==> src/rtl/div_bus_master.sv <==
// Bus initiator that runs one 8-bit division on the divider peripheral:
// writes {B,A}, polls status with a fixed gap, then reads quotient and remainder.
module div_bus_master #(
    parameter int unsigned POLL_GAP  = 2,
    parameter int unsigned TIMEOUT   = 255,
    parameter logic [4:0]  ADDR_OPS  = 5'h00,
    parameter logic [4:0]  ADDR_STAT = 5'h04,
    parameter logic [4:0]  ADDR_REM  = 5'h08
) (
    input  logic        clk,
    input  logic        reset,
    input  logic        req_valid,
    output logic        req_ready,
    input  logic [7:0]  op_a,
    input  logic [7:0]  op_b,
    output logic        resp_valid,
    input  logic        resp_ready,
    output logic [7:0]  resp_q,
    output logic [7:0]  resp_r,
    output logic        resp_dz,
    output logic        resp_to,
    output logic        cs,
    output logic [4:0]  addr,
    output logic        rd,
    output logic        wr,
    output logic [15:0] bus_wdata,
    input  logic [31:0] bus_rdata
);

    localparam int unsigned GAP_CYC  = (POLL_GAP == 0) ? 1 : POLL_GAP;
    localparam logic [3:0]  GAP_LAST = 4'(GAP_CYC - 1);
    localparam logic [7:0]  POLL_MAX = 8'(TIMEOUT);

    typedef enum logic [2:0] {
        S_IDLE,
        S_WRITE,
        S_GAP,
        S_POLL,
        S_RD_Q,
        S_RD_R,
        S_RESP
    } state_e;

    state_e      state_q, state_d;
    logic [3:0]  gap_cnt_q, gap_cnt_d;
    logic [7:0]  poll_cnt_q, poll_cnt_d;
    logic [7:0]  poll_inc;
    logic        cs_q, cs_d;
    logic        rd_q, rd_d;
    logic        wr_q, wr_d;
    logic [4:0]  addr_q, addr_d;
    logic [15:0] bus_wdata_q, bus_wdata_d;
    logic        req_ready_q, req_ready_d;
    logic        resp_valid_q, resp_valid_d;
    logic [7:0]  resp_q_q, resp_q_d;
    logic [7:0]  resp_r_q, resp_r_d;
    logic        resp_dz_q, resp_dz_d;
    logic        resp_to_q, resp_to_d;

    // Only the low byte of read data carries results.
    logic unused_rdata_hi;
    assign unused_rdata_hi = ^bus_rdata[31:8];

    // State and output registers; reset drops every bus strobe on the same edge.
    always_ff @(posedge clk) begin
        if (!reset) begin
            state_q      <= S_IDLE;
            gap_cnt_q    <= '0;
            poll_cnt_q   <= '0;
            cs_q         <= 1'b0;
            rd_q         <= 1'b0;
            wr_q         <= 1'b0;
            addr_q       <= '0;
            bus_wdata_q  <= '0;
            req_ready_q  <= 1'b1;
            resp_valid_q <= 1'b0;
            resp_q_q     <= '0;
            resp_r_q     <= '0;
            resp_dz_q    <= 1'b0;
            resp_to_q    <= 1'b0;
        end else begin
            state_q      <= state_d;
            gap_cnt_q    <= gap_cnt_d;
            poll_cnt_q   <= poll_cnt_d;
            cs_q         <= cs_d;
            rd_q         <= rd_d;
            wr_q         <= wr_d;
            addr_q       <= addr_d;
            bus_wdata_q  <= bus_wdata_d;
            req_ready_q  <= req_ready_d;
            resp_valid_q <= resp_valid_d;
            resp_q_q     <= resp_q_d;
            resp_r_q     <= resp_r_d;
            resp_dz_q    <= resp_dz_d;
            resp_to_q    <= resp_to_d;
        end
    end

    // Next state; bus outputs are computed for the state being entered.
    always_comb begin
        state_d      = state_q;
        gap_cnt_d    = gap_cnt_q;
        poll_cnt_d   = poll_cnt_q;
        poll_inc     = poll_cnt_q + 8'd1;
        cs_d         = 1'b0;
        rd_d         = 1'b0;
        wr_d         = 1'b0;
        addr_d       = '0;
        bus_wdata_d  = bus_wdata_q;
        req_ready_d  = 1'b0;
        resp_valid_d = 1'b0;
        resp_q_d     = resp_q_q;
        resp_r_d     = resp_r_q;
        resp_dz_d    = resp_dz_q;
        resp_to_d    = resp_to_q;

        case (state_q)
            S_IDLE: begin
                req_ready_d = 1'b1;
                if (req_valid && req_ready_q) begin
                    bus_wdata_d = {op_b, op_a};
                    poll_cnt_d  = '0;
                    resp_q_d    = '0;
                    resp_r_d    = '0;
                    resp_dz_d   = 1'b0;
                    resp_to_d   = 1'b0;
                    req_ready_d = 1'b0;
                    cs_d        = 1'b1;
                    wr_d        = 1'b1;
                    addr_d      = ADDR_OPS;
                    state_d     = S_WRITE;
                end
            end
            S_WRITE: begin
                gap_cnt_d = GAP_LAST;
                state_d   = S_GAP;
            end
            S_GAP: begin
                if (gap_cnt_q == 4'd0) begin
                    cs_d    = 1'b1;
                    rd_d    = 1'b1;
                    addr_d  = ADDR_STAT;
                    state_d = S_POLL;
                end else begin
                    gap_cnt_d = gap_cnt_q - 4'd1;
                end
            end
            S_POLL: begin
                // done wins over timeout on the same poll
                if (bus_rdata[1]) begin
                    resp_dz_d = bus_rdata[2];
                    cs_d      = 1'b1;
                    rd_d      = 1'b1;
                    addr_d    = ADDR_OPS;
                    state_d   = S_RD_Q;
                end else begin
                    poll_cnt_d = poll_inc;
                    if (poll_inc == POLL_MAX) begin
                        resp_to_d = 1'b1;
                        resp_q_d  = '0;
                        resp_r_d  = '0;
                        state_d   = S_RESP;
                    end else begin
                        gap_cnt_d = GAP_LAST;
                        state_d   = S_GAP;
                    end
                end
            end
            S_RD_Q: begin
                resp_q_d = bus_rdata[7:0];
                cs_d     = 1'b1;
                rd_d     = 1'b1;
                addr_d   = ADDR_REM;
                state_d  = S_RD_R;
            end
            S_RD_R: begin
                resp_r_d = bus_rdata[7:0];
                state_d  = S_RESP;
            end
            S_RESP: begin
                resp_valid_d = 1'b1;
                if (resp_valid_q && resp_ready) begin
                    resp_valid_d = 1'b0;
                    req_ready_d  = 1'b1;
                    state_d      = S_IDLE;
                end
            end
            default: begin
                req_ready_d = 1'b1;
                state_d     = S_IDLE;
            end
        endcase
    end

    assign req_ready  = req_ready_q;
    assign resp_valid = resp_valid_q;
    assign resp_q     = resp_q_q;
    assign resp_r     = resp_r_q;
    assign resp_dz    = resp_dz_q;
    assign resp_to    = resp_to_q;
    assign cs         = cs_q;
    assign rd         = rd_q;
    assign wr         = wr_q;
    assign addr       = addr_q;
    assign bus_wdata  = bus_wdata_q;

endmodule

==> config.mk <==
export PLATFORM = sky130hd
export DESIGN_NAME = div_bus_master
export DESIGN_NICKNAME = d
export VERILOG_FILES = /design/src/rtl/div_bus_master.sv
export SDC_FILE = /design/constraint.sdc
export NUM_CORES = 1
export LEC_CHECK = 0
export BUFFER_PORTS_ARGS = -buffer_cell sky130_fd_sc_hd__buf_2
export CORE_UTILIZATION = 38
export CTS_BUF_LIST = sky130_fd_sc_hd__clkbuf_8 sky130_fd_sc_hd__clkbuf_16
export CTS_CLUSTER_SIZE = 8
export DETAILED_ROUTE_END_ITERATION = 16
export GPL_TIMING_DRIVEN = 0
export PLACE_DENSITY = 0.65
export SLEW_MARGIN = 20
export SYNTH_ARGS = -nofsm -noshare
export SYNTH_HDL_FRONTEND = slang
export SYNTH_SLANG_ARGS = --single-unit
==> constraint.sdc <==
create_clock -name clk -period 4.4 [get_ports clk]
set_clock_uncertainty 0.05 [all_clocks]
set_input_delay 0.66 -clock clk [delete_from_list [all_inputs] [get_ports clk]]
set_output_delay 0.66 -clock clk [all_outputs]
set_load 0.02 [all_outputs]
# Word-level counts from Yosys, hierarchy flattened
# Cells that the tools add are included.
# op_classes
n_addsub	2
n_eq_ne	15
mux	34
reduce_logical	19
# op_table
cell	n
8-bit one-hot mux with 3 select lines	2
8-bit 2-to-1 mux	4
3-bit one-hot mux with 7 select lines	1
3-bit 2-to-1 mux	6
2-bit inequality test (second input constant)	8
8-bit one-hot mux with 2 select lines	1
4-bit AND reduction	4
4-bit 2-to-1 mux	3
4-bit one-hot mux with 3 select lines	1
1-bit 2-to-1 mux	10
3-bit equality test (second input constant)	3
3-bit AND reduction	3
3-bit nonzero test	3
8-bit by 1-bit adder with 8-bit output (second input constant)	1
8-bit equality test (second input constant)	1
4-bit one-hot mux with 2 select lines	1
3-bit by 2-bit equality test with 1-bit output (second input constant)	2
1-bit one-hot mux with 3 select lines	2
2-bit AND reduction	3
5-bit OR reduction	1
4-bit zero test	1
1-bit one-hot mux with 2 select lines	2
1-bit one-hot mux with 4 select lines	1
4-bit by 1-bit subtractor with 4-bit output (second input constant)	1
4 further kinds	5
# totals
register_bits	59
input_bits	52
word_cells	84

# Logic depth before layout (Yosys ltp)
# logic_depth
ltp_word	5
ltp_mapped	8
depth_no_buf	7

# Worst setup path after synthesis
# OpenSTA, ideal clock, no wires.
# synth_path
path_kind	register to register
start	register poll_cnt_q[0]
end	register resp_q_q[1], in the netlist resp_q[1]
setup_ns	0.122
arrival_time_ns	1.888
required_ns	4.228
path_slack_ns	2.340
path_stages_with_launch	7
n_path_buf	0
cell_sequence	dfxtp_1 ha_1 nand3_2 or3_1 a2111o_1 a21oi_4 o21ai_1
# synth_via
elab_chain_cells	4
# synth_lines
item	line_no	text
start: declaration	46	logic [7:0] poll_cnt_q, poll_cnt_d;
start signal: assignment	84	poll_cnt_q <= poll_cnt_d;
8-bit by 1-bit adder with 8-bit output	104	poll_inc = poll_cnt_q + 8'd1;
8-bit equality test	158	if (poll_inc == POLL_MAX) begin
2-bit inequality test (no source line)	-	
4-bit AND reduction (no source line)	-	
end signal: assignment	92	resp_q_q <= resp_q_d;
end: declaration	55	logic [7:0] resp_q_q, resp_q_d;
# Every way passes these cells.
# A chain may end at the register's enable or synchronous reset.

# Worst setup path in the final report
# layout_path
start	register poll_cnt_q[0]
end	register gap_cnt_q[2]
# layout_via
elab_chain_cells	4
# layout_lines
item	line_no	text
8-bit by 1-bit adder with 8-bit output	104	
8-bit equality test	158	
2-bit inequality test (no source line)	-	
4-bit AND reduction (no source line)	-	
end signal: assignment	83	gap_cnt_q <= gap_cnt_d;
end: declaration	45	logic [3:0] gap_cnt_q, gap_cnt_d;
# Every way passes these cells.

==> reports/metrics.csv <==
metric,value,unit
start_util,0.400,
cp_data_required_time,4.57,ns
wl_met1,2.88,mm
yosysSeqAreaShare,0.465,
cts_tree,yes,
die_area,6660,um^2
die_w,81.6,um
multi_input_area,1180,um^2
finalSetupTns,0,ns
netlist_area,2410,um^2
worstMarginPinSlew,0.661,ns
clock_sinks,56,
cts.path.max_buffers,2,
dr.max_layer_used,met4,
status,finished clean,
finalCriticalPeriod,2.36,ns
crit_path_start,poll_cnt_q[0]$_SDFFE_PN0P_,
die_h,81.6,um
cp-endpoint,gap_cnt_q[2]$_SDFFE_PN0P_,
nFillCells,614,
ys.flop_type,dfxtp_1,
grt_pass1_wl,8.94,mm
ant_nets,0,
numCtsBuffers,5,
clock.fmax,0.424,GHz
arrival,2.53,ns
hold_ws,0.399,ns
cellLeakagePower,0.00122,uW
wl_met3,310,um
clk_pin_slew,0.10,ns
relSlewSlack,0.556,
holdBufCountCts,0,
firstDrtPassIters,4,
post_route_cells_drive_above_1_share,0.221,
crit_chain,ha_1 -> nand3_2 -> or3_1 -> a211oi_1 -> nand4_1 -> a221oi_1,
min_path_type,flip-flop to flip-flop,
grt-ovfl-total,0,
cp_max_fo,6,
endpoint_kind,flip-flop,
hold_viol,0,
worst-setup-path-type,flip-flop to flip-flop,
vias_per_cell,5.10,
finalWirelength,5.78,mm
rr_worst_depth,6,
track_usage,0.173,
first_iter_violations,113,
port_buffers,67,
rows,28,
htree_levels,2,
antenna_cells,0,
yosys_warnings,0,
core-area,6030,um^2
clk_latency,0.31,ns
cp-start-kind,flip-flop,
cts_resized,0,
detail_route.wl_per_cell,12.6,um
grt_max_degree,17,
vias,2343,
synth_cell_types,40,
ys_seq_elements,56,
final-seq-area,1120,um^2
antenna_found_initial,0,
layout_common_cells,"nand2_1, buf_2, dfxtp_1, a21oi_1, nor2_1",
critPathMaxStageDelay,0.45,ns
post-route-period-util,0.536,
syn_avg_cell_area,7.85,um^2
hpwlAfterDp,4.04,mm
ys_async_sr_fraction,0,
ir_worst_vdd,167,uV
route.detailed.drc,0,
rsz0062_at_grt,false,
grt_pass1_vias,1901,
root_buffer,clkbuf_8,
final_common_cell,nand2_1,
cts_setup_buffers,0,
reg2reg_to,gap_cnt_q[2]$_SDFFE_PN0P_,
synth_area_leaders,"dfxtp_1, nand2_1, a21oi_1, o21ai_1, o21ai_0",
synth_enable_flop_cells,0,
syn_to_final_growth,21.7,%
cp_slowest_cell,a211oi_1,
synth_largest_area_cell,dfxtp_1,
cellPowerDensity,360,nW/um^2
r2r_slack,2.04,ns
netlist_instances,307,
pin_count,96,
fin_nets,439,
r2r-start,poll_cnt_q[0]$_SDFFE_PN0P_,
synth_top_area_frac,0.465,
cap_viol_max_count,0,
place_congestion,0.823,
slew_viol_final,0,
setup_viol,0,
routed-wl-met2,2.52,mm
==> area by class of cell <==
type                       instances  share of cell area
multi-input combinational        227               0.404
timing repair buffer              67               0.114
inverter                           6             0.00768
tap                               75              0.0320
clock inverter                     3             0.00555
sequential                        56               0.382
clock buffer                       5              0.0235
buffer                            20              0.0303
==> registers in the layout (all words and copies together) (netlist names) <==
register	cells
addr	2
bus_wdata	16
cs	1
gap_cnt_q	4
poll_cnt_q	8
rd	1
req_ready	1
resp_dz	1
resp_q	8
resp_r	8
resp_to	1
resp_valid	1
state_q	3
wr	1
==> layer usage <==
metal  global-route usage  vias up
li1                     -     1195
met1                0.241     1068
met2                0.268       73
met3               0.0344        7
met4               0.0509        0
met5                    0        -
==> how the worst min path moves through the flow <==
stage,from,endpoint,slack [ns],depth (start not counted)
2_1_floorplan,poll_cnt_q[6]$_SDFFE_PN0P_,poll_cnt_q[6]$_SDFFE_PN0P_,0.43,2
5_1_grt,resp_r[4]$_SDFFE_PN0P_,resp_r[4]$_SDFFE_PN0P_,0.42,2
3_5_place_dp,resp_r[4]$_SDFFE_PN0P_,resp_r[4]$_SDFFE_PN0P_,0.39,2
3_3_place_gp,resp_q[5]$_SDFFE_PN0P_,resp_q[5]$_SDFFE_PN0P_,0.39,2
4_1_cts,resp_r[4]$_SDFFE_PN0P_,resp_r[4]$_SDFFE_PN0P_,0.40,2
6_report,resp_r[4]$_SDFFE_PN0P_,resp_r[4]$_SDFFE_PN0P_,0.40,2
==> Yosys cell counts (2+ instances only) <==
library cell / instances
nor3_1: 7
buf_4: 3
or3_1: 5
buf_2: 2
xor2_1: 2
o21ai_1: 16
dfxtp_1: 56
o21ai_0: 14
a31oi_1: 4
a211oi_1: 5
clkbuf_1: 15
nand4_1: 4
a21oi_4: 2
nand2_1: 74
a2111o_1: 2
nor2_1: 17
ha_1: 4
nand3_1: 8
nand2b_1: 4
xnor2_1: 2
and2_1: 5
inv_1: 6
a21oi_1: 33
==> critical path, delay by kind of cell, from the launching register on <==
family	cells	cell delay, ns
AO/OA/AOI/OAI	2	0.74
adder cells (fa/ha/maj)	1	0.28
flip-flops	1	0.43
AND/OR/NAND/NOR	3	0.77
==> where the power goes <==
group	internal, uW	total (uW)	leakage [uW]	switching [uW]
Sequential	532	546	0.000454	13.7
Combinational	78.4	235	0.000711	157
Clock	110	273	0.0000507	164
==> cells by family after synthesis <==
logic type | share of synthesized area
AND/OR/NAND/NOR | 0.249
AO/OA/AOI/OAI | 0.203
flip-flops | 0.465
buffers and inverters | 0.0462
XOR/XNOR | 0.0145
adder cells (fa/ha/maj) | 0.0208
other | 0.00156
==> per-stage QoR <==
step                      cells  utilization  power, uW  worst slack, ns  area [um^2]
after floorplan             309            -        720             2.34         2420
after global placement      451        0.472        786             2.06         2850
after detailed placement    451        0.472        791             2.03         2850
after CTS                   459        0.487       1060             2.04         2930
after global routing        459        0.487       1120             1.88         2930
final                       459        0.487       1050             2.04         2930
(Power assumes the default switching activity.)
